==> config.mk <==
export PLATFORM = sky130hd
export DESIGN_NAME = clkgate_en_ctrl
export DESIGN_NICKNAME = d
export VERILOG_FILES = /design/src/rtl/clkgate_pkg.sv /design/src/rtl/clkgate_down_cnt.sv /design/src/rtl/clkgate_en_ctrl.sv
export SDC_FILE = /design/constraint.sdc
export NUM_CORES = 1
export LEC_CHECK = 0
export CAP_MARGIN = 20
export CORE_ASPECT_RATIO = 1.75
export CORE_MARGIN = 2
export CORE_UTILIZATION = 28
export DETAILED_ROUTE_END_ITERATION = 6
export SKIP_LAST_GASP = 1
export SLEW_MARGIN = 0
export SYNTH_ARGS = -nofsm -noshare
export SYNTH_HDL_FRONTEND = slang
export SYNTH_HIERARCHICAL = 1
export SYNTH_SLANG_ARGS = --single-unit
export TNS_END_PERCENT = 1
==> constraint.sdc <==
create_clock -name clock -period 2.87 [get_ports clock]
set_input_delay 0.287 -clock clock [delete_from_list [all_inputs] [get_ports clock]]
set_output_delay 0.287 -clock clock [all_outputs]
set_load 0.05 [all_outputs]
==> src/rtl/clkgate_pkg.sv <==
// -----------------------------------------------------------------------------
// clkgate_pkg
//   Shared definitions for the clock-gate enable controller.
//   - state_e           : controller state (ST_ON, ST_OFF, ST_WAKE)
//   - DEF_IDLE_CYCLES   : default consecutive idle cycles before gating
//   - DEF_WAKE_CYCLES   : default cycles spent in WAKE before accepting work
//   - PERF_W            : width of the optional performance counters
// -----------------------------------------------------------------------------
package clkgate_pkg;

  typedef enum logic [1:0] {
    ST_ON   = 2'd0,
    ST_OFF  = 2'd1,
    ST_WAKE = 2'd2
  } state_e;

  localparam int DEF_IDLE_CYCLES = 16;
  localparam int DEF_WAKE_CYCLES = 2;
  localparam int PERF_W          = 32;

endpackage : clkgate_pkg

==> src/rtl/clkgate_down_cnt.sv <==
// -----------------------------------------------------------------------------
// clkgate_down_cnt
//   Loadable down-counter with a "count equals 1" flag. Used for the idle
//   timer and the wake timer of the clock-gate enable controller.
//
// Ports:
//   clock     in   free-running clock
//   reset_n   in   asynchronous active-low reset (count -> RESET_VAL)
//   load      in   load load_val this cycle (wins over dec)
//   load_val  in   value to load
//   dec       in   decrement this cycle; holds at zero
//   is_one    out  count currently equals 1
// -----------------------------------------------------------------------------
module clkgate_down_cnt #(
  parameter int           W         = 4,
  parameter logic [W-1:0] RESET_VAL = '0
) (
  input  logic         clock,
  input  logic         reset_n,
  input  logic         load,
  input  logic [W-1:0] load_val,
  input  logic         dec,
  output logic         is_one
);

  logic [W-1:0] cnt;

  always_ff @(posedge clock or negedge reset_n) begin
    if (!reset_n) begin
      cnt <= RESET_VAL;
    end else if (load) begin
      cnt <= load_val;
    end else if (dec && (cnt != '0)) begin
      // Holding at zero keeps an idle counter from wrapping to all-ones.
      cnt <= cnt - W'(1);
    end
  end

  assign is_one = (cnt == W'(1));

endmodule : clkgate_down_cnt

==> src/rtl/clkgate_en_ctrl.sv <==
// -----------------------------------------------------------------------------
// clkgate_en_ctrl
//   Generates the registered enable (E) and test enable (TE) for one
//   clock-gating cell. The gated clock is switched off after IDLE_CYCLES
//   consecutive idle cycles and restarted on activity; new requests are
//   stalled for WAKE_CYCLES cycles while the gated clock restarts.
//   All logic here runs on the free-running clock.
//
// Parameters:
//   IDLE_CYCLES  consecutive idle cycles before gating (>= 1)
//   WAKE_CYCLES  cycles spent in WAKE before req_ready rises (>= 1)
//
// Ports:
//   clock             in   free-running clock
//   reset_n           in   asynchronous active-low reset
//   req_valid         in   requester has an access pending (held until accepted)
//   req_ready         out  access accepted this cycle when req_valid is high
//   busy_in           in   downstream pipeline still has work in flight
//   force_on          in   software override keeping the clock on
//   scan_mode         in   DFT scan mode
//   gate_en           out  registered E to the gating cell
//   gate_te           out  TE to the gating cell (copy of scan_mode)
//   gated             out  status: controller is in OFF
//   state_dbg         out  current controller state (clkgate_pkg::state_e)
//   perf_off_cycles   out  saturating count of cycles spent in OFF
//   perf_wake_events  out  saturating count of OFF->WAKE transitions
//
// Build option:
//   CLKGATE_PERF_EN   when defined, adds perf_off_cycles / perf_wake_events.
//
// Handshake: an access transfers on a rising clock edge where req_valid and
// req_ready are both high. req_ready is a pure decode of registered state and
// never depends combinationally on req_valid; the requester holds req_valid
// (and its payload) until that transfer edge.
// -----------------------------------------------------------------------------
module clkgate_en_ctrl #(
  parameter int IDLE_CYCLES = clkgate_pkg::DEF_IDLE_CYCLES,
  parameter int WAKE_CYCLES = clkgate_pkg::DEF_WAKE_CYCLES
) (
  input  logic       clock,
  input  logic       reset_n,
  input  logic       req_valid,
  output logic       req_ready,
  input  logic       busy_in,
  input  logic       force_on,
  input  logic       scan_mode,
  output logic       gate_en,
  output logic       gate_te,
  output logic       gated,
  output logic [1:0] state_dbg
`ifdef CLKGATE_PERF_EN
  ,
  output logic [clkgate_pkg::PERF_W-1:0] perf_off_cycles,
  output logic [clkgate_pkg::PERF_W-1:0] perf_wake_events
`endif
);

  import clkgate_pkg::*;

  localparam int IDLE_W = $clog2(IDLE_CYCLES + 1);
  localparam int WAKE_W = $clog2(WAKE_CYCLES + 1);

  state_e state;
  logic   act;

  logic   idle_load;
  logic   idle_dec;
  logic   idle_one;
  logic   wake_load;
  logic   wake_dec;
  logic   wake_one;

  // Any of these keeps the gated clock running.
  assign act = req_valid | busy_in | force_on;

  // ---------------------------------------------------------------------------
  // Idle timer: reloads on activity in ON and when WAKE hands back to ON.
  // It stops at 1 when the FSM leaves for OFF, so it never underflows.
  // ---------------------------------------------------------------------------
  assign idle_load = ((state == ST_ON) && act) ||
                     ((state == ST_WAKE) && wake_one);
  assign idle_dec  = (state == ST_ON) && !act && !idle_one;

  clkgate_down_cnt #(
    .W         (IDLE_W),
    .RESET_VAL (IDLE_W'(IDLE_CYCLES))
  ) u_idle_cnt (
    .clock    (clock),
    .reset_n  (reset_n),
    .load     (idle_load),
    .load_val (IDLE_W'(IDLE_CYCLES)),
    .dec      (idle_dec),
    .is_one   (idle_one)
  );

  // ---------------------------------------------------------------------------
  // Wake timer: loaded on the OFF->WAKE edge, counts down through WAKE and
  // returns to zero as the FSM re-enters ON.
  // ---------------------------------------------------------------------------
  assign wake_load = (state == ST_OFF) && act;
  assign wake_dec  = (state == ST_WAKE);

  clkgate_down_cnt #(
    .W         (WAKE_W),
    .RESET_VAL ('0)
  ) u_wake_cnt (
    .clock    (clock),
    .reset_n  (reset_n),
    .load     (wake_load),
    .load_val (WAKE_W'(WAKE_CYCLES)),
    .dec      (wake_dec),
    .is_one   (wake_one)
  );

  // ---------------------------------------------------------------------------
  // Controller FSM. gate_en, req_ready and gated are registered alongside the
  // state so E only ever changes on the rising edge and the gating cell's
  // low-phase latch always sees a settled value.
  // ---------------------------------------------------------------------------
  always_ff @(posedge clock or negedge reset_n) begin
    if (!reset_n) begin
      state     <= ST_ON;
      gate_en   <= 1'b1;
      req_ready <= 1'b1;
      gated     <= 1'b0;
    end else begin
      unique case (state)
        ST_ON: begin
          // Activity on the last idle cycle wins: stay ON (timer reloads).
          if (!act && idle_one) begin
            state     <= ST_OFF;
            gate_en   <= 1'b0;
            req_ready <= 1'b0;
            gated     <= 1'b1;
          end
        end
        ST_OFF: begin
          if (act) begin
            state   <= ST_WAKE;
            gate_en <= 1'b1;
            gated   <= 1'b0;
          end
        end
        ST_WAKE: begin
          // WAKE always runs to completion, even if activity disappears.
          if (wake_one) begin
            state     <= ST_ON;
            req_ready <= 1'b1;
          end
        end
        default: begin
          state     <= ST_ON;
          gate_en   <= 1'b1;
          req_ready <= 1'b1;
          gated     <= 1'b0;
        end
      endcase
    end
  end

  // Scan only forces the cell transparent; the FSM keeps running normally.
  assign gate_te   = scan_mode;
  assign state_dbg = state;

`ifdef CLKGATE_PERF_EN
  // ---------------------------------------------------------------------------
  // Performance counters, saturating at all-ones.
  // ---------------------------------------------------------------------------
  always_ff @(posedge clock or negedge reset_n) begin
    if (!reset_n) begin
      perf_off_cycles  <= '0;
      perf_wake_events <= '0;
    end else begin
      if ((state == ST_OFF) && (perf_off_cycles != '1)) begin
        perf_off_cycles <= perf_off_cycles + PERF_W'(1);
      end
      if (wake_load && (perf_wake_events != '1)) begin
        perf_wake_events <= perf_wake_events + PERF_W'(1);
      end
    end
  end
`endif

endmodule : clkgate_en_ctrl
==> impl_metrics.yaml, run 1 <==
outcome:
  status: "completed"
timing:
  fin_crit_ns: 2.183
  fin_tns_setup_ns: 0
  slew_headroom: 0.5176
  rsz0062_at_grt: "no"
  hold_slack_ns: 0.4048
  setup_violations: 0
  worst_pin_slew_ns: 0.7135
  fmax_mhz: 458.1
  maxSlewViolCount: 0
  final_hold_viol_count: 0
  finClkSkew_ns: 0.004155
  post-route-period-util: 0.7607
floorplan:
  core_area_um2: 2492
  fp-row-count: 24
  ios: 12
  die_w_um: 42.91
  start_util: 0.2977
  fp.dieArea_um2: 3094
  die_y_um: 72.10
layout:
  postLayoutCoreUtil: 0.3740
  regArea_um2: 304.0
  n_antenna_cell: 0
  n_fill_cell: 260
  final_cell_mix: "9 x dfrtp_1, 9 x clkdlybuf4s50_1, 7 x nand2_1, 7 x conb_1"
  multi_input_area_um2: 422.9
  nets: 105
  drive_gt1_frac: 0.1277
  syn2layout_area_growth_pct: 25.63
yosys:
  yosysUniqueCellTypes: 34
  yosys.area_share.simple: 0.2782
  synth_top_cell_by_area: "dfrtp_1"
  synth_area_um2: 742.0
  synth_fa_ha_area_frac: 0.06745
  synth_top_family_by_area: "simple AND/OR/NAND/NOR gates"
  yosys-top-cells-area: "dfrtp_1 30%, dfstp_2 11%, ha_1 6.7%"
  synth_top_area_share: 0.3035
  yosys_warnings: 6
  yosysSeqAreaShare: 0.4098
  syn_inst: 76
  synth_xor_area_frac: 0
  synth_edf_count: 0
  ys_ff_latch: 12
  synth-compound-area-share: 0.1754
  synth.area.mux_share: 0.01349
  async_flop_share: 1.000
  syn_avg_cell_area_um2: 9.763
  synth-main-ff-cell: "dfrtp_1"
setup_path:
  worst_r2r_endpoint: "u_idle_cnt/cnt[3]"
  crit_path_max_incr_delay_ns: 0.50
  critical_path_arrival_ns: 2.36
  worstReg2RegStart: "u_idle_cnt/cnt[0]"
  end_kind: "flop"
  slowest_stage: "or4b_4"
  worstPathCellList: "clkdlybuf4s50_1 -> nor3_1 -> nand2b_1 -> nor3_1 -> or4b_4 -> a2111oi_2 -> a221o_1"
  crit_start: "busy_in"
  path_max_fanout: 3
  cp_data_required_time_ns: 3.05
  rr_worst_depth: 6
  critPathLaunchType: "input pin"
  worst_path_most_repeated_cell: "nor3_1"
  endpoint: "u_idle_cnt/cnt[3]"
  rrSetupSlack_ns: 0.78
  worstSetupPathType: "input pin to flop"
grt:
  grt.overflow.total: 0
  antenna_found_initial: 0
  grt_pass1_vias: 667
  grt_pass1_wl_mm: 2.856
  grt_util_all_layers: 0.1257
  grt_max_degree: 14
place:
  place_congestion: 0.7427
  io_buffers: 9
  hpwl_mm: 1.237
power_and_ir_drop:
  pwr_density_cell_nw_per_um2: 594.4
  max-vdd-ir-drop_mv: 0.2491
  p_leak_nw: 0.4150
clock_tree:
  cts_resized: 0
  clock_sinks: 12
  cts_setup_buffers: 0
  cts_tree: "built"
  cts_buffers: 3
  cts_hold_buf: 0
  cts_buffer_depth: 2
  htreeDepth: 1
  clkLatencyLatePin_ns: 0.24
  cts_root_buf: "clkbuf_8"
  path_clk_slew_ns: 0.05
drt:
  drt_iter0_drc: 4
  vias: 604
  postRouteAntennaNets: 0
  totalWireLength_mm: 1.574
  viasPerCell: 5.033
  drtPass1Iterations: 3
  drt_drc_violations_left: 0
  wire_per_inst_um: 13.12
flow_run:
  drv_cap: 0
min_path:
  hold_path_class: "input pin to asynchronous set/reset pin"
[power by group]
part	internal [mW]	switching (mW)
combinational	0.0697	0.0947
sequential	0.203	0.0273
clock	0.0978	0.0616
[flip-flops by register name (all words and copies together) (netlist names)]
signal and flops:
u_wake_cnt/cnt 2, req_ready 1, gate_en 1, gated 1, u_idle_cnt/cnt 5, state_dbg 2
[worst min-delay path by stage]
stage / cells past startpoint / slack [ns] / endpoint / start
final: 1 / 0.40 / gated / reset_n
after global routing: 1 / 0.45 / gated / reset_n
after CTS: 1 / 0.43 / u_idle_cnt/cnt[3] / reset_n
after detailed placement: 2 / 0.52 / u_idle_cnt/cnt[4] / u_idle_cnt/cnt[4]
after global placement: 2 / 0.50 / gated / gated
after floorplan: 0 / -0.009 / gated / reset_n
[through the flow]
| step | cells | worst slack (ns) | power (mW) | area (um2) |
|---|---|---|---|---|
| 6_report | 120 | 0.6869 | 0.5541 | 932.1 |
| 3_3_place_gp | 116 | 0.4879 | 0.3888 | 887.1 |
| 3_5_place_dp | 116 | 0.4318 | 0.4005 | 887.1 |
| 2_1_floorplan | 81 | 0.6323 | 0.3427 | 760.7 |
| 5_1_grt | 120 | 0.4754 | 0.5962 | 932.1 |
| 4_1_cts | 120 | 0.6791 | 0.5627 | 932.1 |
[kinds of logic after synthesis]
| family | count (synthesis) |
|---|---|
| AO/OA/AOI/OAI | 17 |
| adder cells (fa/ha/maj) | 4 |
| buffers and inverters | 8 |
| flip-flops | 12 |
| multiplexers | 1 |
| other | 2 |
| AND/OR/NAND/NOR | 32 |
[per-layer routing]
layer / track usage / up-vias / share of wire / wire [um]
met2: 0.2306 / 9 / 0.56 / 878
li1: - / 300 / - / -
met4: 0.09375 / 0 / 0.036 / 56
met1: 0.1184 / 291 / 0.39 / 611
met3: 0.02239 / 4 / 0.017 / 27
met5: 0 / - / 0 / 0
[layout make-up]
type	instances	area share
Timing Repair Buffer	11	0.1128
Tap cell	26	0.03490
Clock buffer	4	0.04832
Inverter	6	0.02416
Sequential cell	12	0.3262
Multi-Input combinational cell	61	0.4537
[critical path, delay by kind of cell]
family / cells / cell delay (ns)
AO/OA/AOI/OAI: 2 / 0.49
buffers and inverters: 1 / 0.46
AND/OR/NAND/NOR: 4 / 1.12
[synthesized netlist by cell type (all sizes together), types with 2 or more instances]
master	number
conb	2
or3	2
dfrtp	9
nor2	3
or4b	4
nor3	4
nor2b	6
nand2b	2
dfstp	3
ha	4
o21ai	3
nand2	7
o311ai	2
inv	6
a21oi	3
No activity file was read; power rests on OpenSTA's default activity.
==> inputs of run 2 (changes only) <==
Clock period 2.87 ns to 1.9 ns, I/O delays scaled along.
==> impl_metrics.yaml, run 2 (synthesis gave the netlist of run 1 again) <==
setup_path:
  end_kind: "flop"
  critical_path_arrival_ns: 1.98
  slowest_stage: "or4b_4"
  worstSetupPathType: "input pin to flop"
  crit_path_max_incr_delay_ns: 0.50
  critPathLaunchType: "input pin"
  cp_data_required_time_ns: 2.03
  path_max_fanout: 2
  worstPathCellList: "clkdlybuf4s50_1 -> nor3_2 -> buf_4 -> nand2b_4 -> nor3_4 -> or4b_4 -> a221o_1"
timing:
  final_hold_viol_count: 0
  maxSlewViolCount: 0
  post-route-period-util: 0.9732
  slew_headroom: 0.6225
  setup_slack_ns: 0.05091
  setup_violations: 0
  fmax_mhz: 540.8
  finClkSkew_ns: 0.008095
  worst_pin_slew_ns: 0.5644
  fin_crit_ns: 1.849
  hold_slack_ns: 0.3073
drt:
  totalWireLength_mm: 1.760
  wl_met3_um: 70
  wl_met2_um: 905
  top_layer: "met4"
  drt_iter0_drc: 24
  postRouteAntennaNets: 0
  drt_drc_violations_left: 0
  met1_length_um: 747
  wire_per_inst_um: 13.44
  drtPass1Iterations: 4
  viasPerCell: 5.031
  vias: 659
place:
  dp_cells: 126
  hpwl_mm: 1.327
  io_buffers: 9
  dp_slack_ns: -0.2492
  place_congestion: 0.7331
layout:
  multi_input_area_um2: 465.4
  nets: 116
  final-instance-count-excl-fill: 131
  final_cell_mix: "15 x buf_4, 8 x dfrtp_1, 7 x nand2_1, 7 x conb_1"
  largest_reg_flops: 5
  layout_commonest_cell: "buf_4"
  drive_gt1_frac: 0.2857
  regArea_um2: 305.3
  n_fill_cell: 249
  n_antenna_cell: 0
  largest-register: "u_idle_cnt/cnt"
  syn2layout_area_growth_pct: 42.33
power_and_ir_drop:
  switchingPower_mw: 0.2990
  seq_power_share: 0.396
  max-vdd-ir-drop_mv: 0.4492
  clockPowerShare: 0.284
  p_comb_frac: 0.320
  p_int_mw: 0.5800
  switching_share: 0.3402
  p_leak_nw: 0.4854
  pwr_density_cell_nw_per_um2: 832.4
  p_total_mw: 0.8791
clock_tree:
  cts_hold_buf: 0
  path_clk_slew_ns: 0.06
  cts_root_buf: "clkbuf_8"
  cts_tree: "built"
  cts_buffers: 3
  clock_sinks: 12
  clkLatencyLatePin_ns: 0.25
  htreeDepth: 1
  cts_buffer_depth: 2
grt:
  grt_pass1_wl_mm: 2.939
  grt_util_all_layers: 0.1259
  antenna_found_initial: 0
  grt_pass1_vias: 649
  grt.overflow.total: 0
  grt_max_degree: 14
floorplan:
  die_y_um: 72.10
  core_area_um2: 2492
  die_w_um: 42.91
  fp.dieArea_um2: 3094
  ios: 12
  fp-row-count: 24
  start_util: 0.2977
outcome:
  status: "completed"
min_path:
  hold_path_class: "input pin to asynchronous set/reset pin"
flow_run:
  drv_cap: 0
## run 2: cell count changes in the layout (fill, tap and decap cells not counted), sizes merged
| cell | previous run | this run |
|---|---|---|
| buf | 2 | 15 |
| clkdlybuf4s50 | 9 | 6 |
| dlymetal6s2s | 0 | 1 |
## run 2: power groups by stage
stage          logic [mW]  clock network (mW)  registers, mW
2_1_floorplan       0.144                   0          0.385
3_3_place_gp        0.263                   0          0.350
3_5_place_dp        0.276                   0          0.353
4_1_cts             0.278               0.255          0.349
5_1_grt             0.317               0.268          0.355
6_report            0.281               0.250          0.348
## run 2: metrics by stage
step            TNS, ns  instance area [um2]  utilization
2_1_floorplan         0                799.5            -
5_1_grt        -0.01380                 1056       0.4237
3_3_place_gp    -0.3274                996.0       0.3996
3_5_place_dp    -0.3185                996.0       0.3996
6_report              0                 1056       0.4237
4_1_cts               0                 1041       0.4177
## run 2: timing repair
action	CTS	global route
buffers inserted	0	1
setup endpoints to repair	0	1
gates resized for setup	0	2
## run 2: worst max-delay path: cells and delay by family
family                 cells  cell delay (ns)
buffers and inverters      2             0.58
AO/OA/AOI/OAI              1             0.30
AND/OR/NAND/NOR            4             0.90
## run 2: final timing paths
path / startpoint / to / slack (ns) / cells after the start
max in group asynchronous: reset_n / state_dbg[1] / 1.18 / 1
worst min-delay path: reset_n / u_idle_cnt/cnt[2] / 0.31 / 1
min in group clock: scan_mode / gate_te / 0.38 / 0
worst max register to register: u_idle_cnt/cnt[0] / u_idle_cnt/cnt[3] / 0.08 / 5
worst min register to register: gated / gated / 0.53 / 2
worst max-delay path: force_on / u_idle_cnt/cnt[3] / 0.05 / 7
## run 2: area by class of cell
class	instances	share of cell area
multi-input combinational	61	0.4408
clock buffer	4	0.04265
inverter	6	0.02133
tap	26	0.03081
timing repair buffer	22	0.1754
sequential	12	0.2891
## run 2: routing by layer
metal  vias up  GRT usage
met1       315     0.1552
li1        327          -
met3         5    0.02488
met4         0    0.06250
met2        12     0.2054
met5         -          0
